==> src/rtl/cmd_aggregator_pkg.sv <==
// Purpose: types and constants shared by the command aggregator and the
//          command dispatcher (RX/TX state encodings, ACK/NACK bytes).
package cmd_aggregator_pkg;

  localparam int unsigned BYTE_W = 8;
  localparam int unsigned CMD_W  = 24;

  localparam logic [BYTE_W-1:0] ACK  = 8'hA5;
  localparam logic [BYTE_W-1:0] NACK = 8'hEE;

  typedef enum logic [1:0] {
    RX_B0,
    RX_B1,
    RX_B2,
    RX_HOLD
  } rx_state_e;

  typedef enum logic {
    TX_IDLE,
    TX_BUSY
  } tx_state_e;

endpackage

==> src/rtl/cmd_aggregator_resp_fifo.sv <==
// Purpose: response byte FIFO with registered (synchronous) read data.
// Ports:   push_i/wr_data_i write side; pop_i loads rd_data_o on the next edge;
//          full_o/empty_o are registered occupancy flags.
//          A push while full is accepted only if a pop happens in the same cycle.
module resp_fifo #(
  parameter int unsigned DEPTH = 8,
  parameter int unsigned WIDTH = 8
) (
  input  logic             clk,
  input  logic             rst_n,
  input  logic             push_i,
  input  logic [WIDTH-1:0] wr_data_i,
  input  logic             pop_i,
  output logic [WIDTH-1:0] rd_data_o,
  output logic             full_o,
  output logic             empty_o
);

  localparam int unsigned AW = (DEPTH > 1) ? $clog2(DEPTH) : 1;
  localparam int unsigned CW = $clog2(DEPTH + 1);

  logic [WIDTH-1:0] mem_q [DEPTH];
  logic [AW-1:0]    wr_ptr_q, rd_ptr_q;
  logic [CW-1:0]    count_q, count_d;
  logic [WIDTH-1:0] rd_data_q;
  logic             full_q, empty_q;
  logic             do_push, do_pop;

  assign do_pop  = pop_i & ~empty_q;
  assign do_push = push_i & (~full_q | do_pop);

  function automatic logic [AW-1:0] ptr_inc(input logic [AW-1:0] p);
    return (p == AW'(DEPTH - 1)) ? '0 : p + AW'(1);
  endfunction

  // Occupancy next-state
  always_comb begin
    count_d = count_q;
    if (do_push && !do_pop) begin
      count_d = count_q + CW'(1);
    end else if (do_pop && !do_push) begin
      count_d = count_q - CW'(1);
    end
  end

  // Storage array, no reset needed: validity tracked by the pointers
  always_ff @(posedge clk) begin
    if (do_push) begin
      mem_q[wr_ptr_q] <= wr_data_i;
    end
  end

  // Pointers, flags and read register
  always_ff @(posedge clk or negedge rst_n) begin
    if (!rst_n) begin
      wr_ptr_q  <= '0;
      rd_ptr_q  <= '0;
      count_q   <= '0;
      full_q    <= 1'b0;
      empty_q   <= 1'b1;
      rd_data_q <= '0;
    end else begin
      count_q <= count_d;
      full_q  <= (count_d == CW'(DEPTH));
      empty_q <= (count_d == '0);
      if (do_push) begin
        wr_ptr_q <= ptr_inc(wr_ptr_q);
      end
      if (do_pop) begin
        rd_ptr_q  <= ptr_inc(rd_ptr_q);
        rd_data_q <= mem_q[rd_ptr_q];
      end
    end
  end

  assign rd_data_o = rd_data_q;
  assign full_o    = full_q;
  assign empty_o   = empty_q;

endmodule

==> src/rtl/cmd_aggregator.sv <==
// Purpose: assembles 3-byte commands from a UART receiver and streams
//          dispatcher response bytes to a UART transmitter through a FIFO.
// Ports:   rx_rdy/rx_data/clr_rx_rdy   UART receive handshake
//          cmd/cmd_rdy/clr_cmd_rdy     command towards the dispatcher
//          resp_data/send_resp/resp_full  responses from the dispatcher
//          tx_data/trmt/tx_done        UART transmit handshake
//          cmd_dropped (pulse), resp_ovf (sticky) error indications
module cmd_aggregator
  import cmd_aggregator_pkg::*;
#(
  parameter int unsigned TIMEOUT_CYCLES = 1000000,
  parameter int unsigned RESP_DEPTH     = 8
) (
  input  logic              clk,
  input  logic              rst_n,
  input  logic              rx_rdy,
  input  logic [BYTE_W-1:0] rx_data,
  output logic              clr_rx_rdy,
  output logic [CMD_W-1:0]  cmd,
  output logic              cmd_rdy,
  input  logic              clr_cmd_rdy,
  input  logic [BYTE_W-1:0] resp_data,
  input  logic              send_resp,
  output logic              resp_full,
  output logic [BYTE_W-1:0] tx_data,
  output logic              trmt,
  input  logic              tx_done,
  output logic              cmd_dropped,
  output logic              resp_ovf
);

  localparam int unsigned TO_W = (TIMEOUT_CYCLES > 2) ? $clog2(TIMEOUT_CYCLES) : 1;
  // Counter value seen in the last idle cycle before the partial command is dropped
  localparam logic [TO_W-1:0] TO_LIMIT = TO_W'(TIMEOUT_CYCLES - 2);

  rx_state_e        rx_state_q;
  logic [CMD_W-1:0] cmd_q;
  logic             cmd_rdy_q;
  logic             cmd_dropped_q;
  logic [TO_W-1:0]  to_cnt_q;

  tx_state_e        tx_state_q;
  logic             trmt_q;
  logic             resp_ovf_q;

  logic             fifo_full, fifo_empty;
  logic             pop_c;

  // Byte acknowledge must land in the same cycle the byte is taken, so it is
  // decoded from state; reset forces it low while the receiver may still be ready.
  assign clr_rx_rdy = rst_n & rx_rdy & (rx_state_q != RX_HOLD);

  // RX command assembly FSM with inter-byte timeout
  always_ff @(posedge clk or negedge rst_n) begin
    if (!rst_n) begin
      rx_state_q    <= RX_B0;
      cmd_q         <= '0;
      cmd_rdy_q     <= 1'b0;
      cmd_dropped_q <= 1'b0;
      to_cnt_q      <= '0;
    end else begin
      cmd_dropped_q <= 1'b0;
      case (rx_state_q)
        RX_B0: begin
          to_cnt_q <= '0;
          if (rx_rdy) begin
            cmd_q[23:16] <= rx_data;
            rx_state_q   <= RX_B1;
          end
        end
        RX_B1, RX_B2: begin
          // A byte arriving in the timeout cycle takes priority
          if (rx_rdy) begin
            to_cnt_q <= '0;
            if (rx_state_q == RX_B1) begin
              cmd_q[15:8] <= rx_data;
              rx_state_q  <= RX_B2;
            end else begin
              cmd_q[7:0] <= rx_data;
              rx_state_q <= RX_HOLD;
              cmd_rdy_q  <= 1'b1;
            end
          end else if (to_cnt_q == TO_LIMIT) begin
            to_cnt_q      <= '0;
            rx_state_q    <= RX_B0;
            cmd_dropped_q <= 1'b1;
          end else begin
            to_cnt_q <= to_cnt_q + TO_W'(1);
          end
        end
        RX_HOLD: begin
          to_cnt_q <= '0;
          if (clr_cmd_rdy) begin
            cmd_rdy_q  <= 1'b0;
            rx_state_q <= RX_B0;
          end
        end
        default: rx_state_q <= RX_B0;
      endcase
    end
  end

  // Pop whenever the transmitter is idle and a byte is waiting
  assign pop_c = (tx_state_q == TX_IDLE) & ~fifo_empty;

  // TX FSM, transmit strobe and overflow flag
  always_ff @(posedge clk or negedge rst_n) begin
    if (!rst_n) begin
      tx_state_q <= TX_IDLE;
      trmt_q     <= 1'b0;
      resp_ovf_q <= 1'b0;
    end else begin
      trmt_q <= pop_c;
      if (send_resp && fifo_full && !pop_c) begin
        resp_ovf_q <= 1'b1;
      end
      case (tx_state_q)
        TX_IDLE: if (pop_c)   tx_state_q <= TX_BUSY;
        TX_BUSY: if (tx_done) tx_state_q <= TX_IDLE;
        default: tx_state_q <= TX_IDLE;
      endcase
    end
  end

  resp_fifo #(
    .DEPTH (RESP_DEPTH),
    .WIDTH (BYTE_W)
  ) u_resp_fifo (
    .clk       (clk),
    .rst_n     (rst_n),
    .push_i    (send_resp),
    .wr_data_i (resp_data),
    .pop_i     (pop_c),
    .rd_data_o (tx_data),
    .full_o    (fifo_full),
    .empty_o   (fifo_empty)
  );

  assign cmd         = cmd_q;
  assign cmd_rdy     = cmd_rdy_q;
  assign cmd_dropped = cmd_dropped_q;
  assign trmt        = trmt_q;
  assign resp_full   = fifo_full;
  assign resp_ovf    = resp_ovf_q;

endmodule

==> config.mk <==
export PLATFORM = sky130hd
export DESIGN_NAME = cmd_aggregator
export DESIGN_NICKNAME = d
export VERILOG_FILES = /design/src/rtl/cmd_aggregator_pkg.sv /design/src/rtl/cmd_aggregator_resp_fifo.sv /design/src/rtl/cmd_aggregator.sv
export SDC_FILE = /design/constraint.sdc
export NUM_CORES = 1
export LEC_CHECK = 0
export BUFFER_PORTS_ARGS = -buffer_cell sky130_fd_sc_hd__buf_2
export CORE_ASPECT_RATIO = 1.75
export CORE_MARGIN = 4
export CORE_UTILIZATION = 40
export DETAILED_ROUTE_END_ITERATION = 16
export GPL_ROUTABILITY_DRIVEN = 1
export PLACE_DENSITY = 0.64
export SYNTH_ARGS = -nofsm -noshare
export SYNTH_HDL_FRONTEND = slang
export SYNTH_SLANG_ARGS = --single-unit
==> constraint.sdc <==
create_clock -name clk -period 5 [get_ports clk]
set_input_delay 0.75 -clock clk [delete_from_list [all_inputs] [get_ports clk]]
set_output_delay 0.75 -clock clk [all_outputs]
set_load 0.005 [all_outputs]
# Word-level counts from Yosys, hierarchy flattened
# Memory sizes are Yosys's and may differ from the RTL's. A register that Yosys moved wholly into a read port is not among the register bits.
# Index checks and enable logic that the tools add are counted.
[totals]
reg_bits = 63
ram_bits = 64
inputBits = 22
output_inout_bits = 38
elab_cells = 87
memories = 1
[classes]
n_addsub = 5
eq_ne = 13
n_mux = 25
n_bitwise = 10
reduce_logical = 18
[mem_list]
columns = ["memory", "depth", "width", "rd", "rd_ports_with_merged_regs", "write_ports", "line_no", "rtl"]
rows = [
  ["u_resp_fifo.mem_q", 8, 8, 1, 1, 1, "cmd_aggregator_resp_fifo.sv:22", "logic [WIDTH-1:0] mem_q [DEPTH];"],
]
[ops]
columns = ["operator", "n"]
rows = [
  ["20-bit two-way mux", 2],
  ["20-bit case mux with 2 select lines", 1],
  ["20-bit by 1-bit adder with 20-bit output (second input constant)", 1],
  ["20-bit == test (second input constant)", 1],
  ["1-bit two-way mux", 11],
  ["2-bit != test (second input constant)", 5],
  ["3-bit AND reduction", 3],
  ["2-bit two-way mux", 4],
  ["4-bit two-way mux", 2],
  ["3-bit by 1-bit adder with 3-bit output (second input constant)", 2],
  ["3-bit == test (second input constant)", 2],
  ["3-bit two-way mux", 2],
  ["2-bit case mux with 3 select lines", 1],
  ["1-bit AND", 5],
  ["4-bit by 1-bit adder with 4-bit output (second input constant)", 1],
  ["2-bit == test (second input constant)", 2],
  ["4-bit == test (second input constant)", 1],
  ["1-bit logical AND", 4],
  ["1-bit logical NOT", 4],
  ["4-bit logical NOT", 1],
  ["1-bit inverter", 4],
  ["1-bit case mux with 2 select lines", 2],
  ["4-bit AND reduction", 1],
  ["2-bit OR reduction", 2],
  ["7 further kinds", 7],
]

# Depth between registers and ports, before layout
# Gate-level depths: netlist (run 1).
[logic_depth]
word_depth = 10
ltp_mapped = 7

# Hierarchy
# A second synthesis (run 1) with hierarchy kept.
[unflattened]
hier_cells = 393
area_unflattened_um2 = 5703.0
[by_module_without_submodules]
columns = ["module", "n_inst", "cells_per_inst", "area_each_um2", "seq_area_each_um2"]
rows = [
  ["resp_fifo", 1, 198, 3418.3, 2423.6],
  ["cmd_aggregator", 1, 195, 2284.7, 1276.2],
]

# Worst setup path after synthesis (run 1)
# Ideal clock, no wire load.
[synth_timing]
kind = "register to register"
from = "reg tx_state_q"
to = "mem u_resp_fifo.mem_q[0][0] (enable)"
setup_time_ns = 0.383
arrival_ns = 1.842
t_required_ns = 4.617
slack_ns = 2.775
stages_incl_launch_ff = 7
path_buffers = 1
cell_sequence = "dfrtp_1 > or2_1 > buf_6 > nand2_1 > nand2_1 > or2_2 > nor3_1"
[synth_via]
elab_chain_len = 7
[synth_rtl]
columns = ["item", "line_no", "rtl"]
rows = [
  ["from (decl)", "cmd_aggregator.sv:42", "tx_state_e tx_state_q;"],
  ["from (signal assigned)", "cmd_aggregator.sv:109", "tx_state_q <= TX_IDLE;"],
  ["from (signal assigned)", "cmd_aggregator.sv:118", "TX_IDLE: if (pop_c) tx_state_q <= TX_BUSY;"],
  ["from (signal assigned)", "cmd_aggregator.sv:119", "TX_BUSY: if (tx_done) tx_state_q <= TX_IDLE;"],
  ["1-bit inverter", "--", ""],
  ["1-bit AND", "cmd_aggregator.sv:104", "assign pop_c = (tx_state_q == TX_IDLE) & ~fifo_empty;"],
  ["1-bit AND", "cmd_aggregator_resp_fifo.sv:29", "assign do_pop = pop_i & ~empty_q;"],
  ["1-bit bitwise OR", "cmd_aggregator_resp_fifo.sv:30", "assign do_push = push_i & (~full_q | do_pop);"],
  ["1-bit AND", "cmd_aggregator_resp_fifo.sv:30", ""],
  ["1-bit two-way mux", "cmd_aggregator_resp_fifo.sv:48", "if (do_push) begin"],
  ["1-bit two-way mux (implied by the code)", "cmd_aggregator_resp_fifo.sv:49", "mem_q[wr_ptr_q] <= wr_data_i;"],
  ["to (decl)", "cmd_aggregator_resp_fifo.sv:22", ""],
]
# Every way passes these cells.

# Worst setup path after layout (run 1)
[layout_timing]
from = "reg tx_state_q"
to = "mem u_resp_fifo.mem_q[0][6] (enable)"
# Same word-level chain as after synthesis.

==> results of run 1 <==
-- state kept, by name, indices dropped and copies added, names as in the netlist --
| signal | flops |
|---|---|
| u_resp_fifo.mem_q | 64 |
| cmd | 24 |
| to_cnt_q | 20 |
| u_resp_fifo.rd_data_o | 8 |
| u_resp_fifo.count_q | 4 |
| u_resp_fifo.rd_ptr_q | 3 |
| u_resp_fifo.wr_ptr_q | 3 |
| rx_state_q | 2 |
| cmd_dropped | 1 |
| cmd_rdy | 1 |
| resp_ovf | 1 |
| trmt | 1 |
| tx_state_q | 1 |
| u_resp_fifo.empty_o | 1 |
| u_resp_fifo.full_o | 1 |
-- per-layer routing --
metal,vias up,GRT usage (%),share of wire (%)
met4,0,4.792,1.3
met3,11,3.782,3.5
met1,1641,14.83,38
met5,-,0,0
li1,1502,-,-
met2,61,25.79,57
-- final timing paths --
check / startpoint / slack [ns] / depth (start not counted) / endpoint
min in group asynchronous: rst_n / 0.61 / 2 / cmd[16]
worst max register to register: tx_state_q / 2.14 / 5 / u_resp_fifo.mem_q[0][6]
worst min register to register: resp_ovf / 0.47 / 1 / resp_ovf
worst min-delay path: resp_ovf / 0.47 / 1 / resp_ovf
worst max-delay path: tx_state_q / 2.14 / 5 / u_resp_fifo.mem_q[0][6]
max in group asynchronous: rst_n / 3.83 / 2 / to_cnt_q[18]
-- kinds of logic after synthesis --
family,synth area share (%)
buffers and inverters,1.910
AND/OR/NAND/NOR,9.459
adder cells (fa/ha/maj),2.471
flip-flops,66.43
AO/OA/AOI/OAI,3.393
XOR/XNOR,2.988
multiplexers,13.35
-- power by group --
group	internal, W	switching (W)	total [W]
sequential	0.00146	0.000231	0.00169
combinational	0.000540	0.000465	0.00100
clock	0.000798	0.000488	0.00129
total	0.00280	0.00118	0.00399
-- layout make-up --
class / instances / area, um^2 / area share, %
clock buffer: 17 / 425.4 / 6.396
clock inverter: 15 / 190.2 / 2.859
multi-input combinational: 215 / 1763 / 26.50
tap: 174 / 217.7 / 3.273
inverter: 12 / 45.04 / 0.6772
timing repair buffer: 61 / 310.3 / 4.665
sequential: 135 / 3700 / 55.62
-- layout by cell type, fill, tap and decap left out, types with 12 or more instances in the layout --
cell type  instances
nor3_1            12
nand2_1           31
clkbuf_16         17
o21ai_0           15
nor2_1            27
buf_2             59
xnor2_1           14
dfrtp_1           70
mux4_2            16
edfxtp_1          64
mux2_2            26
inv_1             12
-- worst max-delay path: stages, from the launching register on --
cell     delay (ns)
dfrtp_1        0.40
or2_1          0.54
nand2_1        0.21
nand2_1        0.12
or2_2          0.34
nor3_1         0.84
-- per-stage QoR --
step / area [um^2] / total power (W) / hold slack (ns)
floorplan: 5569 / 0.002384 / 0.4461
global placement: 6036 / 0.002686 / 0.4591
detailed placement: 6036 / 0.002747 / 0.4643
CTS: 6651 / 0.004049 / 0.4776
global route: 6651 / 0.004235 / 0.4905
finish: 6651 / 0.003986 / 0.4739
==> impl_results.md, run 1 <==
* Die ar. at 15950 um^2
* Worst clock skew at 0.008930 ns
* TritonRoute pass-1 iters at 4
* Final worst setup slack at 2.145 ns
* Wire length of the first global-routing pass at 17.26 mm
* Critical path class: reg -> reg
* CP required at 5.02 ns
* Vias in the first global route at 3468
* Ys flop type: dfrtp_1
* Critical-path maximum fanout at 28
* Warning count from the yosys run at 0
* Fin. max-slew vios at 0
* Remaining Overflow, GRT at 0
* Avg Cell Area, Syn at 14.89 um^2
* Number of cell rows at 56
* Final hold viol count at 0
* Setup TNS at 0 ns
* Worst EP arrival at 2.87 ns
* Startpoint Class: flop
* Relative slew slack at 20.66%
* FFs w/ async S/R, synth at 52.59%
* Netlist cell types at 49
* Setup violators final at 0
* CTS tree: built
* Port bufs at 59
* Root Driver: clkbuf_16
* Max_cap viols at 0
* Peak VDD IR at 0.0002786 V
* Max Fclk at 0.3502 GHz
* Core Region at 13520 um^2
* Post-DP HPWL at 7.143 mm
* Largest net degree at the start of global routing at 72
* Clock-pin slew on the worst setup and hold paths at 0.06 ns
* Vias per inst at 5.111
* Post-CTS Hold Fix Bufs at 0
* Die Span Y at 164.1 um
* Vias at 3215
* Postcts setup bufs at 0
* Clock latency on the worst-skew pair at 0.41 ns
* Synth Net Count at 407
* Synth top cells by count: dfrtp_1 (70), edfxtp_1 (64), nand2_1 (31)
* Nets at 475
* Hold crit path type: reg -> reg
* Static leakage at 2.669 nW
* Htree depth at 4
* Worst-margin pin slew at 1.181 ns
* Synth top area share at 34.51%
* Synth area leader: edfxtp_1
* Sequential-to-total area share from yosys stat at 66.43%
* Mapped Cells at 374
* CTS Buf Count at 17
* Post-synthesis to final-layout area growth at 19.43%
* Outcome: completed
* Synth Cell Area at 5569 um^2
* CTS resizes at 0
* Crit. End Element: flop
* Pwr dens at 599.2 nW/um^2
* Horiz. Die Dim at 97.20 um
* Filler cells at 1119
* RSZ-0062 raised after global routing: no
* Post-Place Setup Slack at 2.089 ns
* Dpl cells at 597
* Initial antenna violation count at 0
* Share of cells above drive strength 1 at 31.87%
* Starting Density at 41.18%
* DR iter-0 viols at 110
* Worst-case clock buffer depth at 2
* Wire length per cell at 16.06 um
* Final Cycle Share at 57.10%
* ANT cells at 0
* GRT Total Usage at 13.78%
* Synth top area cells: edfxtp_1 (35%), dfrtp_1 (31%), mux4_2 (6.5%), mux2_2 (5.3%), ha_1 (2.5%)
* Count leader, synth: dfrtp_1
* Post-route DRC violation count at 0
* Fin cells at 629
* Number of synthesized flops with an enable pin at 64
* Post-route minimum period at 2.855 ns
* Remaining antenna violation count at 0
* Final wirelength at 10.10 mm
* Yosys reg bits at 135
* I/O pin cnt at 60
* Layout Utilization at 49.19%
* Sink Count at 135
* RePlAce Congestion at 0.7511
Power figures use the tool's default switching activity.
==> run 2, diff against run 1 <==
--- a/config.mk
+++ b/config.mk
@@ -11,7 +11,7 @@
 export CORE_UTILIZATION = 40
 export DETAILED_ROUTE_END_ITERATION = 16
 export GPL_ROUTABILITY_DRIVEN = 1
-export PLACE_DENSITY = 0.64
+export PLACE_DENSITY = 0.66
 export SYNTH_ARGS = -nofsm -noshare
 export SYNTH_HDL_FRONTEND = slang
 export SYNTH_SLANG_ARGS = --single-unit
==> constraint.sdc (replaced) <==
create_clock -name clk -period 2.47 [get_ports clk]
set_input_delay 0.3705 -clock clk [delete_from_list [all_inputs] [get_ports clk]]
set_output_delay 0.3705 -clock clk [all_outputs]
set_load 0.005 [all_outputs]
==> run 2 against run 1 <==
Fmax up 54%. Global-route usage up 0.19 points. Cell area increased by 0.28%. Cell count is 1.6% higher. Combinational power grew 120%. Clock skew down 0.00064 ns. First-iteration DRC count up 1.8%. Worst setup slack got worse by 1.5 ns. Sequential power increased by 98%. Wire length rose by 1.6%. Critical path type unchanged. Highest routed layer unchanged.
==> impl_results.md, run 2 (synthesis gave the netlist of run 1 again) <==
* Static leakage at 2.689 nW
* Worst path bufs/invs at 1
* Worst-margin pin slew at 0.8772 ns
* RePlAce Congestion at 0.7497
* Port bufs at 59
* Critical path class: reg -> reg
* ANT cells at 0
* CTS resizes at 0
* Max_cap viols at 0
* Starting Density at 41.18%
* Post-route minimum period at 1.853 ns
* DP Area at 6111 um^2
* Post-synthesis to final-layout area growth at 19.77%
* Worst clock skew at 0.008286 ns
* Vias per inst at 4.973
* Htree depth at 4
* Post-route DRC violation count at 0
* Fin. max-slew vios at 0
* Remaining Overflow, GRT at 0
* Final hold viol count at 0
* TritonRoute pass-1 iters at 4
* Vias in the first global route at 3419
* Final wirelength at 10.27 mm
* Wire length of the first global-routing pass at 17.27 mm
* Hold crit path type: in -> reg
* Remaining antenna violation count at 0
* Sequential cell area at 3700 um^2
* CTS Buf Count at 17
* Multi-input logic area at 1763 um^2
* Post-CTS Hold Fix Bufs at 0
* Pwr dens at 1183 nW/um^2
* Sink Count at 135
* Worst-case clock buffer depth at 2
* Crit. End Element: flop
* Crit path top cell by count: nand2_1
* GRT Total Usage at 13.97%
* Met3 WL at 372 um
* Crit-path leading delay family: simple AND/OR/NAND/NOR gates
* Largest net degree at the start of global routing at 72
* Worst EP arrival at 1.96 ns
* Peak VDD IR at 0.0008459 V
* Postcts setup bufs at 0
* Finished Cell Area at 6670 um^2
* Fin cells at 639
* Core Region at 13520 um^2
* Final worst setup slack at 0.6170 ns
* Number of cell rows at 56
* CTS tree: built
* Slowest CP cell: dfrtp_1
* Relative slew slack at 41.52%
* RSZ-0062 raised after global routing: no
* Max FFs per register at 64
* Post-DP HPWL at 7.355 mm
* WL met2 at 5.811 mm
* WL met1 at 3.921 mm
* I/O pin cnt at 60
* Critical-path cell list: or2_1 -> nand2_1 -> nand2_1 -> or2_2 -> nor3_1 -> buf_4
* Filler cells at 1136
* Commonest non-fill, non-tap cell in the layout: dfrtp_1
* Initial antenna violation count at 0
* Vias at 3178
* Post-Place Setup Slack at 0.6306 ns
* Max Fclk at 0.5397 GHz
* Critical-path maximum fanout at 8
* Dpl cells at 607
* Crit path largest cell delay at 0.41 ns
* Share of cells above drive strength 1 at 33.12%
* Outcome: completed
* Reg with most FFs: u_resp_fifo.mem_q
* Most frequent cells in the layout: dfrtp_1 (70), edfxtp_1 (64), buf_2 (59)
* Final Cycle Share at 75.02%
* CP required at 2.58 ns
* Setup violators final at 0
* Clock-pin slew on the worst setup and hold paths at 0.06 ns
* Setup TNS at 0 ns
* Horiz. Die Dim at 97.20 um
* Die ar. at 15950 um^2
* Final Power at 0.007890 W
* Top sig layer: met4
* DR iter-0 viols at 112
* Startpoint Class: flop
* Die Span Y at 164.1 um
* Nets at 485
* Root Driver: clkbuf_16
* Clock latency on the worst-skew pair at 0.40 ns
* Wire length per cell at 16.07 um
==> run 2: changes by cell type in the layout (fill, tap and decap cells not counted) <==
cell	change
buf_4	+10
bufinv_16	-2
clkinvlp_4	+2
inv_6	-2
clkbuf_1	+1
clkbuf_4	+1
inv_4	+1
inv_8	-1
==> run 2: per-layer routing <==
metal  vias up  track usage [%]
met4         0            4.856
met5         -                0
met3        11            4.122
met2        60            25.91
met1      1582            15.06
li1       1525                -
==> run 2: worst paths after layout <==
kind                                            to  depth (start not counted)         from  slack [ns]
max in group asynchronous   u_resp_fifo.count_q[3]                          2        rst_n        1.64
min in group asynchronous   u_resp_fifo.count_q[2]                          2        rst_n        0.26
hold reg to reg                        to_cnt_q[0]                          1  to_cnt_q[0]        0.48
hold / removal                          tx_state_q                          2      tx_done        0.17
setup / recovery           u_resp_fifo.mem_q[0][3]                          6   tx_state_q        0.62
setup reg to reg           u_resp_fifo.mem_q[0][3]                          6   tx_state_q        0.62
==> run 2: worst register-to-register path, stage by stage (launching register included) <==
cell     delay [ns]
dfrtp_1        0.41
or2_1          0.26
nand2_1        0.10
nand2_1        0.11
or2_2          0.34
nor3_1         0.14
buf_4          0.20
==> run 2: cell type report <==
| type | count | share of cell area (%) |
|---|---|---|
| clock inverter | 13 | 1.838 |
| timing repair buffer | 71 | 5.778 |
| inverter | 12 | 0.6753 |
| multi-input combinational | 215 | 26.43 |
| sequential | 135 | 55.47 |
| clock buffer | 19 | 6.547 |
| tap | 174 | 3.264 |
==> run 2: per-stage QoR <==
stage / util (%) / hold slack [ns]
2_1_floorplan: - / 0.07491
3_3_place_gp: 45.19 / 0.4617
3_5_place_dp: 45.19 / 0.4761
4_1_cts: 49.32 / 0.1744
5_1_grt: 49.32 / 0.1727
6_report: 49.32 / 0.1743
==> run 2: power by group <==
group | switching [W] | total (W) | internal (W) | leakage (nW)
sequential | 0.000383 | 0.00335 | 0.00296 | 1.47
clock | 0.000946 | 0.00235 | 0.00141 | 0.272
combinational | 0.00105 | 0.00219 | 0.00114 | 0.948
